==> config.mk <==
export PLATFORM = sky130hd
export DESIGN_NAME = upc_serial_tx
export DESIGN_NICKNAME = d
export VERILOG_FILES = /design/src/rtl/upc_serial_tx.sv
export SDC_FILE = /design/constraint.sdc
export NUM_CORES = 1
export LEC_CHECK = 0
export ABC_AREA = 1
export BUFFER_PORTS_ARGS = -buffer_cell sky130_fd_sc_hd__buf_2
export CAP_MARGIN = 0
export CORE_ASPECT_RATIO = 1.75
export CORE_MARGIN = 5
export CORE_UTILIZATION = 43
export DETAILED_ROUTE_END_ITERATION = 6
export PLACE_DENSITY_LB_ADDON = 0.1
export RECOVER_POWER = 100
export SYNTH_ARGS = -nofsm -noshare
export SYNTH_HDL_FRONTEND = slang
export SYNTH_SLANG_ARGS = --single-unit
==> constraint.sdc <==
create_clock -name clk -period 2.3 [get_ports clk]
set_clock_uncertainty 0.1 [all_clocks]
set_input_delay 0.23 -clock clk [delete_from_list [all_inputs] [get_ports clk]]
set_output_delay 0.23 -clock clk [all_outputs]
set_load 0.01 [all_outputs]
==> src/rtl/upc_serial_tx.sv <==
// upc_serial_tx
// Sends 4-bit UPC item codes {U,P,C,M} over one wire as a 7-bit frame:
// start(0), code[3], code[2], code[1], code[0], even parity, stop(1).
// Each frame bit is held on tx_line for BIT_CYCLES clocks.
//
// Ports:
//   clk       system clock, rising edge
//   reset     synchronous, active-high reset
//   in_valid  in_code is offered for transmission
//   in_code   code to send: [3]=U, [2]=P, [1]=C, [0]=M
//   in_ready  high only while idle; a handshake is in_valid & in_ready at an edge
//   tx_line   serial output, idles high
//   busy      a frame is in progress
//   done      one-cycle pulse on the last clock of a frame
//
// State table:
//   state  | meaning
//   IDLE   | line high, waiting for a handshake
//   START  | start bit (0)
//   DATA   | code bits, MSB first, bit index counts 3 down to 0
//   PARITY | even parity bit (^code)
//   STOP   | stop bit (1); done marks its final clock

module upc_serial_tx #(
  parameter int BIT_CYCLES = 4
) (
  input  logic       clk,
  input  logic       reset,
  input  logic       in_valid,
  input  logic [3:0] in_code,
  output logic       in_ready,
  output logic       tx_line,
  output logic       busy,
  output logic       done
);

  typedef enum logic [2:0] {
    IDLE   = 3'd0,
    START  = 3'd1,
    DATA   = 3'd2,
    PARITY = 3'd3,
    STOP   = 3'd4
  } state_t;

  // Terminal count of the per-bit cycle counter.
  localparam logic [7:0] BIT_LAST = 8'(BIT_CYCLES - 1);

  state_t     state_q, state_d;
  logic [7:0] cnt_q, cnt_d;
  logic [1:0] idx_q, idx_d;
  logic [3:0] shreg_q, shreg_d;
  logic       par_q, par_d;
  logic       tx_q, tx_d;
  logic       busy_q, busy_d;
  logic       ready_q, ready_d;
  logic       done_q, done_d;
  logic       bit_end;

  assign bit_end = (cnt_q == BIT_LAST);

  always_comb begin
    state_d = state_q;
    cnt_d   = cnt_q;
    idx_d   = idx_q;
    shreg_d = shreg_q;
    par_d   = par_q;

    case (state_q)
      IDLE: begin
        cnt_d = 8'd0;
        // in_ready is high exactly in IDLE, so in_valid alone completes
        // the handshake here.
        if (in_valid) begin
          shreg_d = in_code;
          par_d   = ^in_code;
          idx_d   = 2'd0;
          state_d = START;
        end
      end
      START: begin
        if (bit_end) begin
          cnt_d   = 8'd0;
          idx_d   = 2'd3;
          state_d = DATA;
        end else begin
          cnt_d = cnt_q + 8'd1;
        end
      end
      DATA: begin
        if (bit_end) begin
          cnt_d = 8'd0;
          if (idx_q == 2'd0) begin
            state_d = PARITY;
          end else begin
            idx_d = idx_q - 2'd1;
          end
        end else begin
          cnt_d = cnt_q + 8'd1;
        end
      end
      PARITY: begin
        if (bit_end) begin
          cnt_d   = 8'd0;
          state_d = STOP;
        end else begin
          cnt_d = cnt_q + 8'd1;
        end
      end
      STOP: begin
        if (bit_end) begin
          cnt_d   = 8'd0;
          state_d = IDLE;
        end else begin
          cnt_d = cnt_q + 8'd1;
        end
      end
      default: begin
        state_d = IDLE;
        cnt_d   = 8'd0;
      end
    endcase
  end

  // Outputs are decoded from the next-state values and registered, so every
  // output is a flop and in_valid/in_code never reach a pin combinationally.
  always_comb begin
    tx_d = 1'b1;
    case (state_d)
      IDLE:    tx_d = 1'b1;
      START:   tx_d = 1'b0;
      DATA:    tx_d = shreg_d[idx_d];
      PARITY:  tx_d = par_d;
      STOP:    tx_d = 1'b1;
      default: tx_d = 1'b1;
    endcase
    busy_d  = (state_d != IDLE);
    ready_d = (state_d == IDLE);
    done_d  = (state_d == STOP) && (cnt_d == BIT_LAST);
  end

  always_ff @(posedge clk) begin
    if (reset) begin
      state_q <= IDLE;
      cnt_q   <= 8'd0;
      idx_q   <= 2'd0;
      shreg_q <= 4'd0;
      par_q   <= 1'b0;
      tx_q    <= 1'b1;
      busy_q  <= 1'b0;
      ready_q <= 1'b1;
      done_q  <= 1'b0;
    end else begin
      state_q <= state_d;
      cnt_q   <= cnt_d;
      idx_q   <= idx_d;
      shreg_q <= shreg_d;
      par_q   <= par_d;
      tx_q    <= tx_d;
      busy_q  <= busy_d;
      ready_q <= ready_d;
      done_q  <= done_d;
    end
  end

  assign tx_line  = tx_q;
  assign busy     = busy_q;
  assign in_ready = ready_q;
  assign done     = done_q;

endmodule

# Word level (Yosys, flattened, before mapping)
# Cells that the tools add are included.
dict set report op_classes {
  n_addsub 2
  n_mul 0
  div_mod_pow 0
  n_lt_le_gt_ge 1
  eq_ne 10
  shifts 0
  n_mux 21
  bitwise_logic 0
  reduce_logical 7
}
# cell count
set ops {}
lappend ops {{$mux 3} 6}
lappend ops {{$eq 8x2->1 const B} 2}
lappend ops {{$mux 8} 2}
lappend ops {{$pmux 3 s5} 1}
lappend ops {{$eq 3x2->1 const B} 4}
lappend ops {{$add 8x1->8 const B} 1}
lappend ops {{$mux 2} 4}
lappend ops {{$mux 4} 2}
lappend ops {{$eq 3x1->1 const B} 2}
lappend ops {{$eq 3x3->1 const B} 2}
lappend ops {{$logic_not 3->1} 2}
lappend ops {{$pmux 2 s3} 1}
lappend ops {{$reduce_or 4->1} 1}
lappend ops {{$reduce_xor 4->1} 1}
lappend ops {{$lt 2x3->1 const B} 1}
lappend ops {{$mux 1} 3}
lappend ops {{$pmux 1 s3} 1}
lappend ops {{$reduce_bool 3->1} 1}
lappend ops {{$bmux 1 s2} 1}
lappend ops {{$logic_not 2->1} 1}
lappend ops {{$sub 2x1->2 const B} 1}
lappend ops {{$logic_and 1x1->1} 1}
dict set report totals {
  ff_bits 22
  latch_bits 0
  mem_bits_rw 0
  rom_bits 0
  inputBits 7
  output_inout_bits 4
  word_cells 50
  n_memories 0
}

# Depth between registers and ports, before layout
dict set report logic_depth {
  ltp_word 7
  ltp_mapped 12
  depth_no_buf 12
}

# Worst setup path after synthesis
# OpenSTA, ideal clock, no wires.
dict set report synth_path {
  kind {register to register}
  from {register cnt_q[0]}
  to {register tx_q, in the netlist tx_line}
  setup_ns 0.123
  t_arrival_ns 1.323
  t_required_ns 2.077
  setup_slack_ns 0.754
  path_stages_with_launch 11
  path_buffers 0
  synth_period_minus_slack_ns 1.546
  cell_sequence {dfxtp_1 > ha_1 > inv_1 > nor2_2 > nand3_1 > inv_1 > nand3_1 > nand3_1 > nor2_1 > nor2_1 > nand3_1}
}
dict set report synth_between {
  elab_chain_len 6
  elab_cells_between_ends 15
  cone_classes {eq/ne (4); mux (11)}
}
# element line_no
set synth_lines {}
lappend synth_lines {{start: declaration} 49} ;# logic [7:0] cnt_q, cnt_d;
lappend synth_lines {{start signal: assignment} 154} ;# cnt_q <= cnt_d;
lappend synth_lines {{$eq 8x2->1 *} 59} ;# assign bit_end = (cnt_q == BIT_LAST);
lappend synth_lines {{$mux 2 (on tied branches)} {90, 81}}
lappend synth_lines {{$pmux 2 s3} 68} ;# case (state_q)
lappend synth_lines {{$bmux 1 s2} 131} ;# DATA: tx_d = shreg_d[idx_d];
lappend synth_lines {{$mux 1 (not written as such)} 131}
lappend synth_lines {{$pmux 1 s3 *} 128} ;# case (state_d)
lappend synth_lines {{end signal: assignment} 158} ;# tx_q <= tx_d;
lappend synth_lines {{end: declaration} 53} ;# logic tx_q, tx_d;
# Mark *: on every way between the ends. The rest lies on a longest branch, timed or not. The select of a mux whose other input is x is not followed.
# A chain may end at the register's enable or synchronous reset.

# Worst setup path in the final report
# Same ends and word-level chain as after synthesis.

==> out/metrics.csv <==
metric;value;unit
status;complete, no violations;
# DRC;0;
final worst path period share;0.787;
cts hold-fix bufs;0;
via count;1071;
Diodes inserted;0;
drt initial violations;16;
sequential share of power;0.472;
HP Class;in -> reg;
Worst-path clk slew;80;ps
most used cell, CP;nor2_1;
worst-skew pair later-pin latency;260;ps
Power Density;683;nW/um^2
synth top area cells;dfxtp_1 39%, nand2_1 11%, nor2_1 10%;
post-synth top area cell;dfxtp_1;
number of synthesized register bits;22;
Seq/Total Area, Yosys;0.394;
synthesized netlist cell count;169;
CP startpoint kind;register;
CTS tree;done;
Synth Net Count;177;
required time worst endpoint;2350;ps
final hold vios;0;
total wire length;2460;um
fin. max-slew vios;0;
Layout Utilization;0.501;
first-pass detailed-route iteration total;4;
Synth Cell Area;1120;sq um
H-tree depth;1;
drt wl/cell;11.8;um
RSZ-0062 raised after global routing;no;
Logic pwr share;0.103;
Layout area overhead;11.8;%
Yosys cell types;21;
CTS sink count;22;
die area;3760;sq um
CP max-delay cell;dfxtp_1;
top cell type's share of synthesized area;0.394;
Max clock buf depth;2;
largest net degree at the start of global routing;16;
Worst-Margin Slew;296;ps
Max VDD drop;425;uV
sequential cell area;440;sq um
CP Cell Sequence;ha_1, nand3_1, nor2_1, nand2_1, nand2_1, nor2_1, nor2_1, nand3_1;
switching share of power;0.224;
postcts setup bufs;0;
first-pass GRT wire length;4530;um
Tmin final;1810;ps
Int Pwr;0.000662;W
total grt overflow;0;
fmax;552;MHz
ANT nets after route;0;
Crit path largest cell delay;380;ps
cts repair resizes;0;
commonest non-fill, non-tap cells in the layout;34 x nand2_1, 33 x nor2_1, 27 x inv_1;
Fillers;273;
row count;24;
post-route setup TNS;0;ps
max cap viols;0;
nets;191;
Num CTS Buffers;3;
Critical Path Fanout Max;5;
multi-input logic area;551;sq um
Die Ht;77.4;um
ratio of cells with drive above 1 in the final layout;0.0769;
Initial Util;0.448;
width of the die;48.5;um
hpwl dp;2020;um
Static Leak;0.606;nW
initial antenna violation count;0;
CP endpoint kind;register;
routability cong.;0.858;
# IOs;11;
Yosys warning total;0;
Via density;5.15;
commonest non-fill, non-tap cell in the layout;nand2_1;
CORE AREA;2490;sq um
arrival time worst endpoint;1860;ps
P_sw;0.000191;W
number of global-route vias before repair;1103;
clock share of power;0.425;
Root Buffer;clkbuf_8;
GRT Util Overall;0.146;
relative slew slack;0.800;
# setup viols final;0;
synthesized area per cell;6.61;sq um
IO Port Bufs;10;
WS Path Type;reg -> reg;
## worst paths after layout
kind	endpoint	depth (start not counted)	slack, ps	startpoint
worst min-delay path	shreg_q[1]	3	180	in_code[1]
worst min register to register	shreg_q[1]	2	370	shreg_q[1]
worst max register to register	tx_line	8	490	cnt_q[0]
worst max-delay path	tx_line	8	490	cnt_q[0]
## through the flow
stage / total power, W / instance area (sq um) / setup slack (ps) / hold slack, ps / cells
6_report: 0.000853 / 1250 / 489 / 176 / 208
5_1_grt: 0.000900 / 1250 / 272 / 192 / 208
4_1_cts: 0.000867 / 1270 / 557 / 175 / 208
3_5_place_dp: 0.000504 / 1200 / 592 / 357 / 204
3_3_place_gp: 0.000502 / 1200 / 618 / 344 / 204
2_1_floorplan: 0.000476 / 1120 / 754 / 199 / 169
## power groups by stage
stage,Sequential (W),Combinational [W],Clock [W]
2_1_floorplan,0.000413,0.0000630,0
3_3_place_gp,0.000412,0.0000903,0
3_5_place_dp,0.000412,0.0000920,0
4_1_cts,0.000403,0.0000925,0.000371
5_1_grt,0.000405,0.000100,0.000395
6_report,0.000403,0.0000879,0.000363
## area by class of cell
class,count,area share
Multi-Input combinational cell,117,0.441
Tap cell,26,0.0261
Clock buffer,3,0.0331
Inverter,29,0.0872
Sequential cell,22,0.353
Clock inverter,1,0.0240
Timing Repair Buffer,10,0.0361
## worst max-delay path: cells and delay by family, from the launching register on
family / cells / cell delay, ps
DFF: 1 / 380
adders and majority gates: 1 / 240
and+or+nand+nor: 7 / 960
## cell usage after synthesis, drive strengths merged
cell / n
o21a: 3
nand3: 18
a31oi: 2
a21oi: 6
xor2: 3
nor3: 2
nor2: 34
o21ai: 5
xnor2: 3
or2: 2
inv: 29
nand2: 35
ha: 1
clkbuf: 1
nand4: 3
dfxtp: 22
## state kept, by name, indices dropped and copies added, names as in the netlist, 2 cells and up
register	flops
state_q	3
cnt_q	8
idx_q	2
shreg_q	4
## cell families after synthesis
kind of cell	share of synthesized area
XOR/XNOR	0.0470
AND/OR/NAND/NOR	0.363
AO/OA/AOI/OAI	0.0840
adder cells (fa/ha/maj)	0.0112
flip-flops	0.394
buffers and inverters	0.101
## metal layers
metal	wire (um)	global-route usage
met4	61	0.0566
met5	0	0
met1	868	0.137
met2	1460	0.300
met3	71	0.0211
Note: power is estimated with default switching activity, not from simulation.
